File: src/rtl/scv_pkg.sv
// Shared types and helpers for the Super Cassette Vision cartridge path.
package scv_pkg;

  // Cartridge mapper types; MAPPER_AUTO asks the mapper to infer the type from image size.
  typedef enum logic [2:0] {
    MAPPER_AUTO          = 3'd0,
    MAPPER_ROM8K         = 3'd1,
    MAPPER_ROM16K        = 3'd2,
    MAPPER_ROM32K        = 3'd3,
    MAPPER_ROM32K_RAM8K  = 3'd4,
    MAPPER_ROM64K        = 3'd5,
    MAPPER_ROM128K       = 3'd6,
    MAPPER_ROM128K_RAM4K = 3'd7
  } mapper_t;

  // Cartridge mapper control states.
  typedef enum logic [1:0] {
    CART_IDLE     = 2'd0,
    CART_LOADING  = 2'd1,
    CART_CLASSIFY = 2'd2,
    CART_RUN      = 2'd3
  } cart_state_t;

  // Image size thresholds in bytes (inclusive upper bounds of each class).
  localparam logic [31:0] CART_8K  = 32'h0000_2000;
  localparam logic [31:0] CART_16K = 32'h0000_4000;
  localparam logic [31:0] CART_32K = 32'h0000_8000;
  localparam logic [31:0] CART_64K = 32'h0001_0000;

  // Smallest plain-ROM mapper that holds an image of the given byte size.
  function automatic mapper_t mapper_from_size(input logic [31:0] size);
    mapper_t m;
    if (size <= CART_8K) begin
      m = MAPPER_ROM8K;
    end else if (size <= CART_16K) begin
      m = MAPPER_ROM16K;
    end else if (size <= CART_32K) begin
      m = MAPPER_ROM32K;
    end else if (size <= CART_64K) begin
      m = MAPPER_ROM64K;
    end else begin
      m = MAPPER_ROM128K;
    end
    return m;
  endfunction

endpackage

File: src/rtl/scv_cart_size_detect.sv
// Tracks the highest downloaded ROM address and classifies the image size.
module scv_cart_size_detect
  import scv_pkg::*;
#(
  parameter int ROM_AW = 17
) (
  input  logic              clk,
  input  logic              res,
  input  logic              clear,
  input  logic              track,
  input  logic              load_wr,
  input  logic [ROM_AW-1:0] load_addr,
  input  logic              classify,
  output mapper_t           detected,
  output logic              done
);

  logic [ROM_AW-1:0] max_addr_r;
  logic [ROM_AW:0]   size_s;
  mapper_t           detected_r;
  mapper_t           class_s;

  // One extra bit on the size so a full-size image does not wrap to zero.
  assign size_s  = {1'b0, max_addr_r} + {{ROM_AW{1'b0}}, 1'b1};
  assign class_s = mapper_from_size(32'(size_s));

  // Highest-address tracker; a byte written on the entry cycle seeds the new load.
  always_ff @(posedge clk) begin
    if (res) begin
      max_addr_r <= '0;
    end else if (clear) begin
      max_addr_r <= load_wr ? load_addr : '0;
    end else if (track && load_wr && (load_addr > max_addr_r)) begin
      max_addr_r <= load_addr;
    end else begin
      max_addr_r <= max_addr_r;
    end
  end

  // Detected mapper is captured during classification and kept until the next one.
  always_ff @(posedge clk) begin
    if (res) begin
      detected_r <= MAPPER_ROM32K;
    end else if (classify) begin
      detected_r <= class_s;
    end else begin
      detected_r <= detected_r;
    end
  end

  // Look through to the fresh class during classification so the result is usable on the same edge.
  always_comb begin
    detected = detected_r;
    done     = classify;
    if (classify) begin
      detected = class_s;
    end else begin
      detected = detected_r;
    end
  end

endmodule

File: src/rtl/scv_cart_mapper.sv
// Cartridge memory mapper: CPU 0x8000-0xFFFF to cartridge ROM/RAM addresses and strobes.
module scv_cart_mapper
  import scv_pkg::*;
#(
  parameter int ROM_AW = 17,
  parameter int RAM_AW = 13
) (
  input  logic              CLK,
  input  logic              RES,
  input  logic              CE,
  input  mapper_t           MAPPER_SEL,
  input  logic              LOAD_ACTIVE,
  input  logic              LOAD_WR,
  input  logic [ROM_AW-1:0] LOAD_ADDR,
  input  logic [15:0]       A,
  input  logic              RD,
  input  logic              WR,
  input  logic              BANK_WR,
  input  logic [1:0]        BANK_IN,
  output logic [ROM_AW-1:0] ROM_A,
  output logic              ROM_CE,
  output logic [RAM_AW-1:0] RAM_A,
  output logic              RAM_CE,
  output logic              RAM_WE,
  output mapper_t           MAPPER_ACT,
  output logic              READY
);

  cart_state_t       state_r, next_state_s;
  mapper_t           mapper_act_r, act_d_s, det_mapper_s;
  logic              det_done_s, ready_d_s, entry_s;
  logic [1:0]        bank_r;
  logic              rom_hit_s, ram_hit_s;
  logic [16:0]       rom_full_s;
  logic [12:0]       ram_full_s;
  logic [ROM_AW-1:0] rom_a_d_s, rom_a_r;
  logic [RAM_AW-1:0] ram_a_d_s, ram_a_r;
  logic              rom_ce_r, ram_ce_r, ram_we_r, ready_r;

  assign entry_s   = (next_state_s == CART_LOADING) && (state_r != CART_LOADING);
  assign ready_d_s = (next_state_s == CART_RUN);

  scv_cart_size_detect #(.ROM_AW(ROM_AW)) u_size_detect (
    .clk       (CLK),
    .res       (RES),
    .clear     (entry_s),
    .track     (state_r == CART_LOADING),
    .load_wr   (LOAD_WR),
    .load_addr (LOAD_ADDR),
    .classify  (state_r == CART_CLASSIFY),
    .detected  (det_mapper_s),
    .done      (det_done_s)
  );

  // FSM state register.
  always_ff @(posedge CLK) begin
    if (RES) begin
      state_r <= CART_IDLE;
    end else begin
      state_r <= next_state_s;
    end
  end

  // Next-state logic and the mapper that will be in effect after this edge.
  always_comb begin
    next_state_s = state_r;
    act_d_s      = mapper_act_r;
    case (state_r)
      CART_IDLE: begin
        if (LOAD_ACTIVE) begin
          next_state_s = CART_LOADING;
        end else if (MAPPER_SEL != MAPPER_AUTO) begin
          next_state_s = CART_RUN;
        end else begin
          next_state_s = CART_IDLE;
        end
      end
      CART_LOADING:  next_state_s = LOAD_ACTIVE ? CART_LOADING : CART_CLASSIFY;
      CART_CLASSIFY: next_state_s = det_done_s ? CART_RUN : CART_CLASSIFY;
      CART_RUN:      next_state_s = LOAD_ACTIVE ? CART_LOADING : CART_RUN;
      default:       next_state_s = CART_IDLE;
    endcase
    if (next_state_s == CART_RUN) begin
      act_d_s = (MAPPER_SEL != MAPPER_AUTO) ? MAPPER_SEL : det_mapper_s;
    end else begin
      act_d_s = mapper_act_r;
    end
  end

  // Bank register from port C, written on CPU clock enables only.
  always_ff @(posedge CLK) begin
    if (RES) begin
      bank_r <= 2'd0;
    end else if (CE && BANK_WR) begin
      bank_r <= BANK_IN;
    end else begin
      bank_r <= bank_r;
    end
  end

  // Address decode for the mapper that will be active when the registered outputs appear.
  always_comb begin
    rom_hit_s  = 1'b0;
    ram_hit_s  = 1'b0;
    rom_full_s = 17'd0;
    ram_full_s = 13'd0;
    if (A[15]) begin
      case (act_d_s)
        MAPPER_ROM8K:  begin rom_hit_s = 1'b1; rom_full_s = {4'd0, A[12:0]}; end
        MAPPER_ROM16K: begin rom_hit_s = 1'b1; rom_full_s = {3'd0, A[13:0]}; end
        MAPPER_ROM32K: begin rom_hit_s = 1'b1; rom_full_s = {2'd0, A[14:0]}; end
        MAPPER_ROM32K_RAM8K: begin
          if (A[14:13] == 2'b11) begin
            ram_hit_s  = 1'b1;
            ram_full_s = A[12:0];
          end else begin
            rom_hit_s  = 1'b1;
            rom_full_s = {2'd0, A[14:0]};
          end
        end
        MAPPER_ROM64K:  begin rom_hit_s = 1'b1; rom_full_s = {1'b0, bank_r[0], A[14:0]}; end
        MAPPER_ROM128K: begin rom_hit_s = 1'b1; rom_full_s = {bank_r, A[14:0]}; end
        MAPPER_ROM128K_RAM4K: begin
          if ((bank_r == 2'd3) && (A[14:12] == 3'b111)) begin
            ram_hit_s  = 1'b1;
            ram_full_s = {1'b0, A[11:0]};
          end else begin
            rom_hit_s  = 1'b1;
            rom_full_s = {bank_r, A[14:0]};
          end
        end
        default: begin
          rom_hit_s = 1'b0;
          ram_hit_s = 1'b0;
        end
      endcase
    end else begin
      rom_hit_s = 1'b0;
      ram_hit_s = 1'b0;
    end
  end

  // Fit the native 17/13-bit addresses to the configured port widths.
  generate
    if (ROM_AW > 17) begin : g_rom_wide
      assign rom_a_d_s = {{(ROM_AW-17){1'b0}}, rom_full_s};
    end else if (ROM_AW == 17) begin : g_rom_exact
      assign rom_a_d_s = rom_full_s;
    end else begin : g_rom_narrow
      assign rom_a_d_s = rom_full_s[ROM_AW-1:0];
    end
    if (RAM_AW > 13) begin : g_ram_wide
      assign ram_a_d_s = {{(RAM_AW-13){1'b0}}, ram_full_s};
    end else if (RAM_AW == 13) begin : g_ram_exact
      assign ram_a_d_s = ram_full_s;
    end else begin : g_ram_narrow
      assign ram_a_d_s = ram_full_s[RAM_AW-1:0];
    end
  endgenerate

  // Output registers; strobes are gated by next READY so they never show while READY is low.
  always_ff @(posedge CLK) begin
    if (RES) begin
      rom_a_r      <= '0;
      ram_a_r      <= '0;
      rom_ce_r     <= 1'b0;
      ram_ce_r     <= 1'b0;
      ram_we_r     <= 1'b0;
      ready_r      <= 1'b0;
      mapper_act_r <= MAPPER_ROM32K;
    end else begin
      rom_a_r      <= rom_a_d_s;
      ram_a_r      <= ram_a_d_s;
      rom_ce_r     <= ready_d_s & RD & rom_hit_s;
      ram_ce_r     <= ready_d_s & (RD | WR) & ram_hit_s;
      ram_we_r     <= ready_d_s & WR & ram_hit_s;
      ready_r      <= ready_d_s;
      mapper_act_r <= act_d_s;
    end
  end

  assign ROM_A      = rom_a_r;
  assign RAM_A      = ram_a_r;
  assign ROM_CE     = rom_ce_r;
  assign RAM_CE     = ram_ce_r;
  assign RAM_WE     = ram_we_r;
  assign READY      = ready_r;
  assign MAPPER_ACT = mapper_act_r;

endmodule

File: config.mk
export PLATFORM = sky130hd
export DESIGN_NAME = scv_cart_mapper
export DESIGN_NICKNAME = d
export VERILOG_FILES = /design/src/rtl/scv_pkg.sv /design/src/rtl/scv_cart_size_detect.sv /design/src/rtl/scv_cart_mapper.sv
export SDC_FILE = /design/constraint.sdc
export NUM_CORES = 1
export LEC_CHECK = 0
export ABC_CLOCK_PERIOD_IN_PS = 3500
export BUFFER_PORTS_ARGS = -buffer_cell sky130_fd_sc_hd__buf_4
export CELL_PAD_IN_SITES_DETAIL_PLACEMENT = 1
export CELL_PAD_IN_SITES_GLOBAL_PLACEMENT = 1
export CORE_UTILIZATION = 37
export CTS_BUF_LIST = sky130_fd_sc_hd__clkbuf_16
export DETAILED_ROUTE_END_ITERATION = 16
export HOLD_SLACK_MARGIN = 0.08
export PLACE_DENSITY_LB_ADDON = 0.1
export SLEW_MARGIN = 0
export SYNTH_ARGS = -nofsm -noshare
export SYNTH_HDL_FRONTEND = slang
export SYNTH_SLANG_ARGS = --single-unit
File: constraint.sdc
create_clock -name CLK -period 3.5 [get_ports CLK]
set_input_delay 0.35 -clock CLK [delete_from_list [all_inputs] [get_ports CLK]]
set_output_delay 0.35 -clock CLK [all_outputs]
set_load 0.02 [all_outputs]
==> flow_summary_export.csv <==
group,metric,value,unit
synthesis,ys_types,63,
setup_path,start_kind,"flip-flop",
run_status,violations,"negative setup slack",
hold_path,hold_end,"bank_r[1]",
detailed_routing,drt-total-wl,16000,um
timing,worstMarginPinSlew,0.781,ns
clock_tree,cts-root-buf,"clkbuf_16",
setup_path,cpPeakStageDelay,0.38,ns
synthesis,yosys_register_bits,61,
global_routing,antenna_found_initial,0,
timing,hold_ws,0.252,ns
setup_path,cp_top_family,"compound AO/OA/AOI/OAI gates",
detailed_routing,dr_wl_met2,7810,um
timing,period_share,103,%
run,cap_violations,0,
setup_path,r2r-end,"RAM_A[9]",
setup_path,path_max_fanout,7,
setup_path,cp_cell_sequence,"buf_4, a311oi_1, a31oi_1, o21ai_0, nand4_1, buf_4, a21oi_4, o32ai_4, o31ai_4, ha_2, buf_4, a41oi_2, nor2_2, buf_4, nand3_4, nor2_1",
timing,hold_viol,0,
detailed_routing,first_pass_iters,5,
synthesis,avgSynthCellArea,8.05,sq um
detailed_routing,vias,4481,
cells_and_area,diodes,0,
clock_tree,worstSkewPairLatency,0.34,ns
synthesis,synthFlopType,"dfxtp_1",
hold_path,hold_depth,2,
power_and_ir_drop,p_per_area,426,nW/um^2
global_routing,grt_pass1_wl,22200,um
setup_path,slowest_stage,"a311oi_1",
clock_tree,ctsHoldBuffers,0,
clock_tree,cts.sinks,61,
setup_path,crit_required,3.76,ns
detailed_routing,ant_nets,0,
timing,slew_headroom,47.9,%
placement,place.gp.congestion,0.827,
setup_path,regToRegSetupSlack,-0.12,ns
global_routing,grt_max_degree,36,
timing,layout_min_cycle_time,3.62,ns
clock_tree,clk_path_buf_depth,2,
die,start_util,38.2,%
placement,dp_slack,-0.166,ns
detailed_routing,drt-met1-wl,7100,um
clock_tree,clkTransAtPathRegs,0.06,ns
synthesis,syn-num-nets,558,
timing,fin_skew,0.0112,ns
power_and_ir_drop,ir_drop,0.000252,V
placement,place_hpwl,9740,um
setup_path,arrival,3.88,ns
placement,io_buffers,82,
detailed_routing,avgViaCountPerCell,6.01,
global_routing,overflow,0,
setup_path,reg2regPathDepth,16,
setup_path,r2r-start,"u_size_detect.max_addr_r[6]",
synthesis,synth_edf_count,0,
clock_tree,htree_levels,3,
synthesis,synth-seq-area-share,31.0,%
timing,setup_viol,12,
setup_path,worstSetupStartpoint,"u_size_detect.max_addr_r[6]",
clock_tree,numCtsBuffers,9,
die,core-area,10300,sq um
detailed_routing,drt_iter0_markers,249,
die,die_y,105,um
clock_tree,cts_tree,"built",
die,dieArea,11100,sq um
detailed_routing,wl_per_cell,21.4,um
timing,fin_ws,-0.117,ns
detailed_routing,routed-wl-met3,770,um
timing,drv_slew,0,
detailed_routing,top_layer,"met4",
global_routing,grt_pass1_vias,4252,
die,num_rows,37,
synthesis,syn-cell-area,3940,sq um
hold_path,hp-class,"primary input to flip-flop",
synthesis,postSynth.asyncResetShare,0,%
cells_and_area,final_nets,674,
setup_path,cp_common_cell,"buf_4",
cells_and_area,drive_above_1_share,35.9,%
cells_and_area,area_growth,45.2,%
hold_path,hp-start,"RES",
run_status,outcome,"finished, violations left",
power_and_ir_drop,p_leak,2.41,nW
die,die_w,105,um
synthesis,ys.warnings.count,0,
setup_path,worstSetupPathType,"flip-flop to flip-flop",
synthesis,synthCells,489,
setup_path,cp_num_buf_inv,4,
detailed_routing,drcViolationCount,0,
global_routing,track_usage,25.4,%
die,io_pins,83,
setup_path,cp-end-kind,"flip-flop",
timing,fmax,0.276,GHz
kinds of logic (layout without fill, tap and decap cells):
| family | count (synthesis) | count (layout) | synth area share (%) |
|---|---|---|---|
| AND/OR/NAND/NOR | 190 | 192 | 27.4 |
| multiplexers | 4 | 4 | 1.05 |
| adder cells (fa/ha/maj) | 23 | 23 | 7.31 |
| XOR/XNOR | 9 | 9 | 2.00 |
| AO/OA/AOI/OAI | 137 | 138 | 24.5 |
| buffers and inverters | 65 | 183 | 6.80 |
| flip-flops | 61 | 61 | 31.0 |
synthesized netlist by cell type (all sizes together), types with 2 or more instances:
master | instances | area share [%]
a211oi | 5 | 1.3
a21o | 5 | 0.95
a21oi | 17 | 2.2
a31o | 2 | 0.44
a31oi | 39 | 6.2
a32oi | 17 | 3.8
and2 | 4 | 0.64
and3 | 2 | 0.32
and3b | 12 | 2.7
and4 | 4 | 0.89
buf | 12 | 1.7
clkbuf | 28 | 2.8
dfxtp | 61 | 31
ha | 23 | 7.3
inv | 25 | 2.4
mux2i | 3 | 0.76
nand2 | 51 | 4.9
nand2b | 4 | 0.64
nand3 | 31 | 4.2
nand3b | 17 | 3.2
nand4 | 12 | 3.0
nor2 | 29 | 2.8
nor2b | 6 | 0.95
nor3 | 8 | 1.0
nor4 | 5 | 1.3
o21ai | 27 | 3.4
o21bai | 3 | 0.57
o22ai | 2 | 0.32
o31ai | 2 | 0.38
o41ai | 2 | 0.44
or2 | 2 | 0.32
xnor2 | 8 | 1.8
worst max path at each step:
stage / endpoint / slack [ns] / depth (start not counted)
after detailed placement: ROM_A[6] / -0.17 / 15
after CTS: ROM_A[12] / 0.0008 / 16
after floorplan: ROM_A[0] / 0.06 / 15
after global routing: RAM_A[9] / -0.24 / 16
after global placement: ROM_A[12] / 0.07 / 15
final: RAM_A[9] / -0.12 / 16
power by group:
group	switching [mW]	internal, mW	leakage [nW]
clock network	0.363	0.620	0.151
registers	0.0452	0.734	0.505
logic	0.389	0.284	1.76
total	0.797	1.64	2.41
metal layers:
metal | vias to the layer above | global-route usage [%]
li1 | 2058 | -
met1 | 2243 | 34.5
met2 | 154 | 42.6
met3 | 26 | 2.93
met4 | 0 | 6.94
met5 | - | 0
cells in the final DEF, fill, tap and decap left out, drive strengths merged, types with 3 or more instances in the layout:
| cell | n |
|---|---|
| a211oi | 5 |
| a21o | 5 |
| a21oi | 17 |
| a31oi | 39 |
| a32oi | 17 |
| and2 | 4 |
| and3b | 12 |
| and4 | 4 |
| buf | 142 |
| clkbuf | 9 |
| clkinv | 3 |
| dfxtp | 61 |
| ha | 23 |
| inv | 26 |
| mux2i | 3 |
| nand2 | 51 |
| nand2b | 4 |
| nand3 | 33 |
| nand3b | 17 |
| nand4 | 12 |
| nor2 | 29 |
| nor2b | 6 |
| nor3 | 8 |
| nor4 | 5 |
| o21ai | 28 |
| o21bai | 3 |
| xnor2 | 8 |
through the flow:
step | cells | util (%) | cell area [sq um] | power, mW | TNS (ns)
final | 746 | 55.4 | 5720 | 2.43 | -0.688
after global routing | 746 | 55.4 | 5720 | 2.52 | -3.75
after CTS | 728 | 51.3 | 5290 | 2.31 | 0
after detailed placement | 708 | 47.2 | 4870 | 1.32 | -3.19
after global placement | 708 | 47.2 | 4870 | 1.30 | 0
after floorplan | 489 | - | 3940 | 1.10 | 0
flip-flops by register name, summed over array words and instances, names as in the netlist:
| name | flops |
|---|---|
| ROM_A | 17 |
| u_size_detect.max_addr_r | 17 |
| RAM_A | 13 |
| MAPPER_ACT | 3 |
| u_size_detect.detected_r | 3 |
| bank_r | 2 |
| state_r | 2 |
| RAM_CE | 1 |
| RAM_WE | 1 |
| READY | 1 |
| ROM_CE | 1 |
worst register-to-register path, delay by kind of cell, from the launching register on:
family | cells | cell delay, ns
adders and majority gates | 1 | 0.28
buffers and inverters | 4 | 0.73
AOI/OAI and AO/OA | 7 | 1.43
and+or+nand+nor | 4 | 0.72
DFF | 1 | 0.37
final cells by class:
type	instances	area, sq um
multi-input combinational	366	2810
fill	1219	4610
clock inverter	7	88.8
sequential	61	1250
tap	136	170
clock buffer	9	225
inverter	25	93.8
timing repair buffer	142	1080
what timing repair did:
action / 4_1_cts / 5_1_grt
gates cloned: 1 / 2
pin swaps: 7 / 21
gates resized for setup: 18 / 58
buffers inserted: 3 / 16
setup endpoints to repair: 27 / 30
Power figures use the tool's default switching activity.
